==> config.mk <==
export PLATFORM = sky130hd
export DESIGN_NAME = bool_minterm_scanner
export DESIGN_NICKNAME = d
export VERILOG_FILES = /design/src/rtl/bool_minterm_scanner.sv
export SDC_FILE = /design/constraint.sdc
export NUM_CORES = 1
export LEC_CHECK = 0
export BUFFER_PORTS_ARGS = -buffer_cell sky130_fd_sc_hd__buf_2
export CAP_MARGIN = 20
export CORE_AREA = 2 2 73 75
export DETAILED_ROUTE_END_ITERATION = 8
export DIE_AREA = 0 0 75 77
export GPL_TIMING_DRIVEN = 0
export HOLD_SLACK_MARGIN = 0.02
export PLACE_DENSITY = 0.62
export SLEW_MARGIN = 20
export SYNTH_ARGS = -nofsm -noshare
export SYNTH_HDL_FRONTEND = slang
export SYNTH_SLANG_ARGS = --single-unit
==> constraint.sdc <==
create_clock -name clk -period 5.85 [get_ports clk]
set_clock_uncertainty 0.05 [all_clocks]
set_input_delay 0.585 -clock clk [delete_from_list [all_inputs] [get_ports clk]]
set_output_delay 0.585 -clock clk [all_outputs]
set_load 0.05 [all_outputs]
==> src/rtl/bool_minterm_scanner.sv <==
// Enumerates, in ascending order, every input vector whose truth-table bit equals target.
// Optional match counter is built only when BOOL_SCAN_COUNT_EN is defined.
module bool_minterm_scanner #(
  parameter int N = 4
) (
  input  logic            clk,
  input  logic            rst_n,
  input  logic            start,
  input  logic [2**N-1:0] tt,
  input  logic            target,
  output logic            m_valid,
  input  logic            m_ready,
  output logic [N-1:0]    m_vec,
  output logic            busy,
  output logic            done,
  output logic [N:0]      match_count
);

  localparam logic [N-1:0] LAST = '1;

  typedef enum logic [1:0] {IDLE, SCAN, HOLD, DONE} state_t;

  state_t          state, state_nx;
  logic [2**N-1:0] tt_q, tt_nx;
  logic            tgt_q, tgt_nx;
  logic [N-1:0]    idx, idx_nx;
  logic            m_valid_nx;
  logic [N-1:0]    m_vec_nx;
  logic            cnt_clr, cnt_inc;

  always_ff @(posedge clk or negedge rst_n) begin
    if (!rst_n) begin
      state   <= IDLE;
      tt_q    <= '0;
      tgt_q   <= 1'b0;
      idx     <= '0;
      m_valid <= 1'b0;
      m_vec   <= '0;
    end else begin
      state   <= state_nx;
      tt_q    <= tt_nx;
      tgt_q   <= tgt_nx;
      idx     <= idx_nx;
      m_valid <= m_valid_nx;
      m_vec   <= m_vec_nx;
    end
  end

  always_comb begin
    state_nx   = state;
    tt_nx      = tt_q;
    tgt_nx     = tgt_q;
    idx_nx     = idx;
    m_valid_nx = m_valid;
    m_vec_nx   = m_vec;
    cnt_clr    = 1'b0;
    cnt_inc    = 1'b0;
    unique case (state)
      IDLE: if (start) begin
        tt_nx    = tt;
        tgt_nx   = target;
        idx_nx   = '0;
        cnt_clr  = 1'b1;
        state_nx = SCAN;
      end
      SCAN: begin
        if (tt_q[idx] == tgt_q) begin
          m_vec_nx   = idx;
          m_valid_nx = 1'b1;
          state_nx   = HOLD;
        end else if (idx == LAST) begin
          state_nx = DONE;
        end else begin
          idx_nx = idx + N'(1);
        end
      end
      HOLD: if (m_valid && m_ready) begin
        m_valid_nx = 1'b0;
        cnt_inc    = 1'b1;
        // terminal test keeps idx from wrapping past the last vector
        if (idx == LAST) state_nx = DONE;
        else begin
          idx_nx   = idx + N'(1);
          state_nx = SCAN;
        end
      end
      DONE: state_nx = IDLE;
      default: state_nx = IDLE;
    endcase
  end

  assign busy = (state != IDLE);
  assign done = (state == DONE);

`ifdef BOOL_SCAN_COUNT_EN
  logic [N:0] cnt_q;

  // N+1 bits so an all-match table reports 2^N without overflow
  always_ff @(posedge clk or negedge rst_n) begin
    if (!rst_n)       cnt_q <= '0;
    else if (cnt_clr) cnt_q <= '0;
    else if (cnt_inc) cnt_q <= cnt_q + (N+1)'(1);
  end

  assign match_count = cnt_q;
`else
  logic unused_cnt;
  assign unused_cnt  = cnt_clr ^ cnt_inc;
  assign match_count = '0;
`endif

endmodule

## After elaboration in Yosys (flattened, before gate mapping)

Cells that the tools add are included.

| word-level totals | value |
|---|---|
| bits in registers | 28 |
| bits of input ports | 21 |
| output and inout bits | 12 |
| logic and storage cells | 44 |

| cells by class | value |
|---|---|
| add/subtract/negate cells | 1 |
| order comparisons | 1 |
| equal/unequal tests | 10 |
| muxes and demuxes | 16 |
| reductions and logical operators | 10 |

Operators by type and width:

| kind | count |
|---|---|
| 4-bit 2-to-1 mux | 4 |
| 4-bit case mux with 3 select lines | 1 |
| 2-bit 2-to-1 mux | 5 |
| 2-bit != test, second input constant | 4 |
| 2-bit case mux with 4 select lines | 1 |
| 3-bit AND reduction | 2 |
| 4-bit by 5-bit < comparator with 1-bit output, second input constant | 1 |
| 4-bit by 1-bit adder with 4-bit output, second input constant | 1 |
| 1-bit binary-select mux with 4-bit select | 1 |
| 2-bit == test, second input constant | 2 |
| 4-bit == test, second input constant | 1 |
| 2-bit AND reduction | 2 |
| 4-bit AND reduction | 1 |
| 2-bit nonzero test | 2 |
| 1-bit 2-to-1 mux | 3 |
| 3-bit != test, second input constant | 1 |
| 3-bit nonzero test | 1 |
| 2-bit by 1-bit == test with 1-bit output, second input constant | 1 |
| 2-bit zero test | 1 |
| 1-bit case mux with 2 select lines | 1 |
| 1-bit == test | 1 |
| 1-bit logical AND | 1 |

## Longest topological paths before layout

| depth | value |
|---|---|
| word-level depth | 5 |
| mapped depth | 8 |
| depth with buffers taken out | 7 |

## Worst setup path after synthesis

OpenSTA, ideal clock, no wires.

| path | value |
|---|---|
| path type | reg2reg |
| from | register idx[2] |
| to | register state[0] |
| setup time | 0.138 ns |
| arrival | 2.241 ns |
| required time | 5.662 ns |
| setup slack | 3.421 ns |
| cell stages (with the launch flop) | 8 |
| buffers on the path | 2 |
| clock period less this slack | 2.429 ns |
| cells stage by stage | dfrtp_1 > buf_6 > mux4_2 > mux4_2 > xnor2_2 > buf_6 > a2111oi_1 > nor4_2 |

| on the way | value |
|---|---|
| cells in the longest elaborated chain, start to end | 5 |
| elaborated cells on any way between the ends | 8 |
| those cells by class | eq/ne: 3; mux: 4; reduce/logical: 1 |

Ends and longest elaborated chain:

| what | RTL line | source |
|---|---|---|
| start: declaration | 26 | `logic [N-1:0] idx, idx_nx;` |
| start signal: assignment | 43 | `idx <= idx_nx;` |
| 1-bit binary-select mux with 4-bit select | 67 | `if (tt_q[idx] == tgt_q) begin` |
| 1-bit 2-to-1 mux (implied by the code) | 67 |  |
| 1-bit == test | 67 |  |
| 2-bit 2-to-1 mux / 3-bit != test (equally long branches) | n/a |  |
| 2-bit case mux with 4 select lines / 3-bit AND reduction (equally long branches) | n/a |  |
| end signal: assignment | 40 | `state <= state_nx;` |
| end: declaration | 23 | `state_t state, state_nx;` |

Parallel ways exist; a longest one is shown, timed or not. The select of a mux whose other input is x is not followed.
A chain may end at the register's enable or synchronous reset.

## Final worst setup path

| path | value |
|---|---|
| from | register idx[3] |
| to | register state[0] |

Same word-level chain as after synthesis.

==> qor.csv <==
metric,value,unit
power_density,199,nW/um^2
crit_top_cell,mux4_2,
cp_slowest_cell,mux4_2,
clk_pin_slew_worst_paths,0.10,ns
cts_buffer_depth,2,
cp_top_family,multiplexers,
ys_ff_latch,28,
multi_input_comb_area,738,um^2
grt_antenna_before_repair,0,
grt_pass1_vias,1010,
synthTopCellsByArea,"dfrtp_1, mux2_1, mux4_2",
max_freq,0.388,GHz
coreArea,4980,um^2
port_buffers,27,
hold_viol,0,
tightest_slew,0.625,ns
h-tree-depth,1,
cts_tree,yes,
cts-resized-gates,0,
slew_headroom,58.3,%
period_share,44.0,%
p_leak,0.976,nW
synth_edf_count,0,
diodes,0,
ios,33,
post_drt_wl_per_cell,12.0,um
pwr-share-seq,52.6,%
grt_first_pass_wirelength,4.84,mm
fp-row-count,26,
cts_sinks,28,
yosysWarnings,0,
netlist-cell-type-count,40,
p_int,0.292,mW
critical_path_peak_fanout,10,
die_h,77,um
slew_viol_final,0,
area_growth_syn_to_layout,20.0,%
hold_buffers,0,
gp_congestion,0.779,
overflow,0,
vias,1069,
hold_class,in -> async,
final.setup.tns,0,ns
vdd_drop_max,145,uV
routed_via_density,4.57,
comb_power_share,5.5,%
start_util,31.0,%
die_w,75,um
worstPathRequired,5.96,ns
worstSkewPairLatency,0.28,ns
p_sw,0.0751,mW
slowest_delay,0.51,ns
synthTopCellsByCount,"dfrtp_1, mux2_1, inv_1, nand2_1",
ys.flop_type,dfrtp_1,
start_kind,flip-flop,
drt-pass1-iter-count,4,
totalWireLength,2.81,mm
post_cts_buffers,0,
hpwl,2.19,mm
ys_async_sr_fraction,100,%
drtIter0Drc,54,
p_total,0.367,mW
period_needed,2.58,ns
yosysMostFrequentCell,dfrtp_1,
syn_avg_cell_area,11.9,um^2
crit_type,reg -> reg,
outcome,completed,
remaining_drc_errors,0,
syn_area,1540,um^2
setup.worst_path.end_class,flip-flop,
hold_ws,0.261,ns
switching_share,20.4,%
grt_use_total,10.7,%
r2r_start,idx[3],
synth_top_area_share,45.5,%
clkPwrFrac,41.8,%
drive_gt1_share,31.7,%
ff_latch_area,701,um^2
drv_cap,0,
path_cells,"clkbuf_1, mux4_2, mux4_2, xnor2_2, buf_6, a2111oi_1, nor4_2",
yosysTopAreaCell,dfrtp_1,
crit_path_start,idx[3],
grt_max_degree,29,
root_buffer,clkbuf_8,
ant_nets,0,
rsz0062_at_grt,no,
final-setup-viol-count,0,
die_area,5780,um^2
cts_buffers,3,
ys_seq_area_share,45.5,%
worstPathArrival,2.68,ns
syn_inst,129,
path_buf_inv,2,
fin_nets,191,
fillCellCount,498,
==> cell usage in the layout, fill, tap and decap left out, drive strengths merged, types with 3 or more instances in the layout <==
cell and count:
buf 35, dfrtp 28, mux2 19, inv 10
nand2 8, o21ai 6, clkbuf 6, mux4 5
ha 5, conb 5, a21oi 4, mux2i 3
a31oi 3, nand2b 3
==> per-stage QoR <==
step	setup slack [ns]	cells	instance area, um^2	util (%)
3_3_place_gp	3.31	230	1780	35.7
2_1_floorplan	3.42	133	1560	-
5_1_grt	3.10	234	1850	37.2
6_report	3.27	234	1850	37.2
4_1_cts	3.27	234	1850	37.2
3_5_place_dp	3.30	230	1780	35.7
==> routing by layer <==
| metal | share of wire (%) | up-vias | track usage [%] |
|---|---|---|---|
| met4 | 0 | 0 | 1.07 |
| met3 | 6.1 | 0 | 3.55 |
| met1 | 49 | 500 | 16.0 |
| li1 | - | 525 | - |
| met2 | 45 | 44 | 15.4 |
| met5 | 0 | - | 0 |
==> worst paths after layout <==
kind                       slack (ns)        to  cells past startpoint
setup / recovery                 3.27  state[0]                      7
hold / removal                   0.26  m_vec[2]                      1
setup reg to reg                 3.27  state[0]                      7
hold reg to reg                  0.45   tt_q[1]                      1
max in group asynchronous        5.08  tt_q[13]                      1
min in group clk                 0.45   tt_q[1]                      1
==> logic make-up (layout without fill, tap and decap cells) <==
family / after synthesis / count (layout) / share of synthesized area [%]
flops: 28 / 28 / 45.5
mux: 27 / 27 / 23.1
compound gates: 25 / 25 / 11.6
buf+inv: 22 / 53 / 7.63
simple gates: 20 / 20 / 6.82
fa+ha+maj: 5 / 5 / 4.06
other cells: 1 / 5 / 0.243
xor+xnor: 1 / 1 / 1.06
==> power groups by stage <==
stage | clock, mW | sequential (mW) | combinational (mW)
2_1_floorplan | 0 | 0.197 | 0.0103
3_3_place_gp | 0 | 0.197 | 0.0209
3_5_place_dp | 0 | 0.197 | 0.0207
4_1_cts | 0.159 | 0.193 | 0.0207
5_1_grt | 0.167 | 0.193 | 0.0226
6_report | 0.154 | 0.193 | 0.0204
==> cell type report <==
type	instances	share of cell area (%)
Buffer	11	4.12
Clock buffer	3	2.23
Clock inverter	1	1.62
Inverter	11	2.23
Multi-Input combinational cell	83	39.9
Sequential cell	28	37.9
Tap cell	70	4.73
Timing Repair Buffer	27	7.30
==> sequential cells by signal, summed over array words and instances (netlist names) <==
name / count
tt_q: 16
idx: 4
m_vec: 4
state: 2
m_valid: 1
tgt_q: 1
Note: power is estimated with default switching activity, not from simulation.
